==> src/rtl/apb_master_arb.sv <==
// apb_master_arb
//   Shares one APB slave port between two local requesters. A round-robin
//   arbiter picks a winner in IDLE, latches its command onto the APB bus,
//   runs SETUP/ACCESS (honouring p_ready wait states) and returns read data
//   and error status with a one-cycle done pulse. A watchdog ends an ACCESS
//   phase that waits too long on p_ready and reports it as an error.
//
// Ports
//   p_clk, p_reset_n          clock, synchronous active-low reset
//   req{0,1}_valid/write/addr/wdata   requester commands
//   gnt[1:0]                  one-hot accept pulse (SETUP cycle)
//   done[1:0]                 one-hot completion pulse (IDLE cycle after ACCESS)
//   rsp_rdata, rsp_err        response, valid with done, held until next done
//   busy                      high in SETUP and ACCESS
//   p_sel, p_enable, p_write, p_addr, p_w_data   APB master outputs
//   p_ready, p_slv_err, p_r_data                 APB slave responses
//
// state  | meaning
// IDLE   | bus idle; arbitrate and latch the winner's command
// SETUP  | APB setup phase (p_sel=1, p_enable=0); clear watchdog
// ACCESS | APB access phase; wait for p_ready or watchdog expiry

module apb_master_arb #(
   parameter int ADDR_W  = 2,
   parameter int DATA_W  = 32,
   parameter int TIMEOUT = 16
) (
   input  logic              p_clk,
   input  logic              p_reset_n,
   input  logic              req0_valid,
   input  logic              req0_write,
   input  logic [ADDR_W-1:0] req0_addr,
   input  logic [DATA_W-1:0] req0_wdata,
   input  logic              req1_valid,
   input  logic              req1_write,
   input  logic [ADDR_W-1:0] req1_addr,
   input  logic [DATA_W-1:0] req1_wdata,
   output logic [1:0]        gnt,
   output logic [1:0]        done,
   output logic [DATA_W-1:0] rsp_rdata,
   output logic              rsp_err,
   output logic              busy,
   output logic              p_sel,
   output logic              p_enable,
   output logic              p_write,
   output logic [ADDR_W-1:0] p_addr,
   output logic [DATA_W-1:0] p_w_data,
   input  logic              p_ready,
   input  logic              p_slv_err,
   input  logic [DATA_W-1:0] p_r_data
);

   typedef enum logic [1:0] {IDLE, SETUP, ACCESS} state_t;

   localparam int TW = $clog2(TIMEOUT + 1);
   // Count value seen during the last permitted ACCESS cycle.
   localparam logic [TW-1:0] TCNT_LAST = TW'(TIMEOUT - 1);

   state_t          state;
   logic            last_grant;
   logic            win;
   logic [TW-1:0]   tcnt;

   logic any_req;
   logic pick1;
   logic timed_out;

   assign any_req   = req0_valid | req1_valid;
   // Requester 1 wins when alone, or when both ask and requester 0 won last.
   assign pick1     = req1_valid & (~req0_valid | ~last_grant);
   assign timed_out = (tcnt == TCNT_LAST);
   assign busy      = (state != IDLE);

   always_ff @(posedge p_clk) begin
      if (!p_reset_n) begin
         state      <= IDLE;
         last_grant <= 1'b1;
         win        <= 1'b0;
         tcnt       <= '0;
         gnt        <= '0;
         done       <= '0;
         rsp_rdata  <= '0;
         rsp_err    <= 1'b0;
         p_sel      <= 1'b0;
         p_enable   <= 1'b0;
         p_write    <= 1'b0;
         p_addr     <= '0;
         p_w_data   <= '0;
      end else begin
         gnt  <= '0;
         done <= '0;
         case (state)
            IDLE: begin
               if (any_req) begin
                  state      <= SETUP;
                  win        <= pick1;
                  last_grant <= pick1;
                  gnt        <= pick1 ? 2'b10 : 2'b01;
                  p_sel      <= 1'b1;
                  p_enable   <= 1'b0;
                  p_write    <= pick1 ? req1_write : req0_write;
                  p_addr     <= pick1 ? req1_addr  : req0_addr;
                  p_w_data   <= pick1 ? req1_wdata : req0_wdata;
               end
            end
            SETUP: begin
               state    <= ACCESS;
               p_enable <= 1'b1;
               tcnt     <= '0;
            end
            ACCESS: begin
               if (p_ready || timed_out) begin
                  state    <= IDLE;
                  p_sel    <= 1'b0;
                  p_enable <= 1'b0;
                  done     <= win ? 2'b10 : 2'b01;
                  // A genuine p_ready takes priority over an expiring watchdog.
                  if (p_ready) begin
                     rsp_err   <= p_slv_err;
                     rsp_rdata <= p_write ? '0 : p_r_data;
                  end else begin
                     rsp_err   <= 1'b1;
                     rsp_rdata <= '0;
                  end
               end else begin
                  tcnt <= tcnt + 1'b1;
               end
            end
            default: state <= IDLE;
         endcase
      end
   end

endmodule

==> config.mk <==
export PLATFORM = sky130hd
export DESIGN_NAME = apb_master_arb
export DESIGN_NICKNAME = d
export VERILOG_FILES = /design/src/rtl/apb_master_arb.sv
export SDC_FILE = /design/constraint.sdc
export NUM_CORES = 1
export LEC_CHECK = 0
export BUFFER_PORTS_ARGS = -buffer_cell sky130_fd_sc_hd__buf_2
export CAP_MARGIN = 20
export CORE_UTILIZATION = 40
export DETAILED_ROUTE_END_ITERATION = 8
export PLACE_DENSITY_LB_ADDON = 0.1
export SLEW_MARGIN = 20
export SYNTH_ARGS = -nofsm -noshare
export SYNTH_HDL_FRONTEND = slang
export SYNTH_SLANG_ARGS = --single-unit
==> constraint.sdc <==
create_clock -name p_clk -period 5.19 [get_ports p_clk]
set_clock_uncertainty 0.15 [all_clocks]
set_input_delay 0.7785 -clock p_clk [delete_from_list [all_inputs] [get_ports p_clk]]
set_output_delay 0.7785 -clock p_clk [all_outputs]
set_load 0.01 [all_outputs]
==> flow_summary.toml <==
[cts]
cts.path.max_buffers = 2
cts-htree-levels = 3
cts_post_setup_buffers_inserted = 0
cts_made_buffers = 9
post_cts_resized = 0
cts_tree = "yes"
cts_num_sinks = 83
clk-insertion-delay-late_ps = 340
cts.clk_slew.worst_paths_ps = 80
hold_buffers = 0
clk_root_buffer_cell = "sky130_fd_sc_hd__clkbuf_8"

[yosys]
netlist.top_cell.by_area = "sky130_fd_sc_hd__dfxtp_1"
synth_cell_types = 30
post_synth_xor_area_fraction = 0
number_of_enable_type_register_cells_in_the_synthesized_netlist = 0
combinational_family_with_the_most_area_after_synthesis = "compound AO/OA/AOI/OAI gates"
synth_sequential_area_ratio = 0.5515
area_of_the_mapped_netlist_sq_mm = 0.003013
post-synth-top-area-fraction = 0.5515
post_synth_inst_count = 261
ys_warn_count = 0
post_synth_fa_ha_maj_area_fraction = 0.008306
dominantRegCellSynth = "sky130_fd_sc_hd__dfxtp_1"
synthArstFlopShare = 0
post_synth_main_area_contributors = "sky130_fd_sc_hd__dfxtp_1, sky130_fd_sc_hd__mux2i_1, sky130_fd_sc_hd__o2bb2ai_1"
synth.mux.area_fraction = 0.1163
synthesis.area_per_instance_sq_um = 11.54
synth-compound-area-share = 0.2305
post_synth_and_or_nand_nor_area_fraction = 0.05855
synth.ff_latch_count = 83
postSynthNetCount = 371

[floorplanning]
chipHeight_um = 88.79
num_rows = 31
io-pin-count = 183
die_width_um = 88.79
coreArea_sq_mm = 0.007253
start_util = 0.4154
design.die.area_sq_mm = 0.007884

[setup_path]
cp-start-kind = "flip-flop"
timing.critical_path.fanout_max = 8
master_of_the_slowest_instance_on_the_critical_path = "sky130_fd_sc_hd__or4b_1"
top_cell_by_count_worst_path = "sky130_fd_sc_hd__ha_1"
timing.critical_path.to_type = "flip-flop"
criticalPathCategory = "reg -> reg"
timing.critical_path.arrival_ps = 2430
worst_path_largest_cell_delay_ps = 600
cp_data_required_time_ps = 5310
critical_path_buf_inv_count = 0
crit_path_cell_chain = "ha_1, and3_1, ha_1, or4b_1, or3_1, a21oi_1"
critPathTopFamily = "simple AND/OR/NAND/NOR gates"

[sta]
final_period_minus_worst_setup_slack_ps = 2301
timing_hold_violations_final = 0
worst_slew_pin_slew_ps = 550.6
grt_setup_unrepaired = "false"
maxSlewViolCount = 0
period_utilization = 0.4433
worst_slew_margin_rel = 0.6277
fmax_ghz = 0.4346
setup-violations-final = 0
totalNegativeSetupSlack_ps = 0

[power]
power_per_cell_area_mw_per_mm2 = 322.0
irDropWorstVdd_uv = 136.9
internal_power_mw = 1.009
power.switching_fraction = 0.2561
post-layout-total-power_mw = 1.356
cellLeakagePower_nw = 2.055
clock_power_share = 0.333
switchingPower_mw = 0.3474
combinational_fraction_of_design_power = 0.150
pwr-share-seq = 0.517

[finish]
final.fill_count = 672
layout.cells.non_filler = 543
seqCellArea_sq_mm = 0.001662
flow.area_growth_from_synthesis_pct = 39.78
multi_input_comb_area_sq_mm = 0.001266
final_layout_size_suffix_gt1_frac = 0.4617
final_cell_mix = "sky130_fd_sc_hd__buf_2, sky130_fd_sc_hd__dfxtp_1, sky130_fd_sc_hd__mux2i_1, sky130_fd_sc_hd__o2bb2ai_1, sky130_fd_sc_hd__a22o_1"
commonest_non_fill_non_tap_cell_in_the_layout = "sky130_fd_sc_hd__buf_2"
final_net_count = 550
antenna_cells_inserted = 0

[flow_run]
maxCapViolCount = 0

[routing]
drtPass1Iterations = 4
ant_nets = 0
drt_wl_total_um = 7476
detailroute.via_count = 2673
drcViolationCount = 0
first_iter_violations = 47
viasPerCell = 4.923
detail_route.wl_per_cell_um = 13.77

[place]
portBuffers = 182
place.gp.congestion = 0.8055
hpwl_um = 5511
place_inst = 528

[global_route]
grt_max_degree = 34
global_route.usage.total = 0.1845
grt_overflow_total = 0
grt_first_pass_wirelength_um = 10960
grt_pass1_vias = 2351
antenna_violations_before_repair = 0

[worst_hold_path]
min-delay-path-class = "reg -> reg"

[status]
outcome = "completed"
worst paths after layout:
path         slack [ps]     endpoint         from  depth (start not counted)
min reg2reg         310  p_w_data[1]  p_w_data[1]                          1
max                2890      tcnt[3]      tcnt[0]                          6
min                 310  p_w_data[1]  p_w_data[1]                          1
max reg2reg        2890      tcnt[3]      tcnt[0]                          6
power by group through the flow:
stage / logic (mW) / clock network, mW / registers, mW
floorplan: 0.0876 / 0 / 0.731
global placement: 0.204 / 0 / 0.715
detailed placement: 0.207 / 0 / 0.715
CTS: 0.207 / 0.464 / 0.701
global route: 0.225 / 0.495 / 0.706
finish: 0.203 / 0.452 / 0.701
worst reg2reg max path, stage by stage (launching register included):
cell,delay (ps)
sky130_fd_sc_hd__dfxtp_1,340
sky130_fd_sc_hd__ha_1,210
sky130_fd_sc_hd__and3_1,190
sky130_fd_sc_hd__ha_1,220
sky130_fd_sc_hd__or4b_1,600
sky130_fd_sc_hd__or3_1,390
sky130_fd_sc_hd__a21oi_1,140
sequential cells by signal (all words and copies together), names as in the netlist:
name and count:
state 2, p_addr 2, win 1, p_enable 1, gnt 2, tcnt 5, p_write 1, last_grant 1
done 2, p_w_data 32, rsp_err 1, p_sel 1, rsp_rdata 32
metrics by stage:
stage	setup slack, ps	util	hold WS [ps]	cell area [sq um]
after CTS	2883	0.5806	313.3	4212
after global placement	2763	0.5541	290.0	4019
after detailed placement	2685	0.5541	291.8	4019
after global routing	2760	0.5806	330.8	4212
final	2889	0.5806	310.8	4212
after floorplan	3036	-	266.7	3013
synth_stat cells (4+ instances only):
| master | number |
|---|---|
| sky130_fd_sc_hd__mux2i_1 | 35 |
| sky130_fd_sc_hd__a22o_1 | 32 |
| sky130_fd_sc_hd__clkbuf_1 | 4 |
| sky130_fd_sc_hd__a21oi_1 | 9 |
| sky130_fd_sc_hd__inv_1 | 5 |
| sky130_fd_sc_hd__nor2_1 | 5 |
| sky130_fd_sc_hd__nand2b_1 | 4 |
| sky130_fd_sc_hd__dfxtp_1 | 83 |
| sky130_fd_sc_hd__o21ai_0 | 5 |
| sky130_fd_sc_hd__nand3_1 | 4 |
| sky130_fd_sc_hd__o2bb2ai_1 | 35 |
| sky130_fd_sc_hd__buf_2 | 11 |
layer usage:
layer | GRT usage | vias to the layer above | wire [um]
met3 | 0.05597 | 7 | 672
met4 | 0.08798 | 0 | 101
met2 | 0.3028 | 110 | 3457
met1 | 0.2211 | 1211 | 3245
li1 | - | 1345 | -
met5 | 0 | - | 0
final cells by class:
class | count | area share
clock buffer | 11 | 0.03357
tap | 99 | 0.02941
inverter | 5 | 0.004456
sequential | 83 | 0.3945
clock inverter | 4 | 0.01218
multi-input combinational | 154 | 0.3007
timing repair buffer | 187 | 0.2252
kinds of logic (layout without fill, tap and decap cells):
kind of cell | count (synthesis) | in the layout
and+or+nand+nor | 31 | 31
buffers and inverters | 24 | 207
DFF | 83 | 83
muxes | 35 | 35
adders and majority gates | 2 | 2
AOI/OAI and AO/OA | 86 | 86
(Power assumes the default switching activity.)
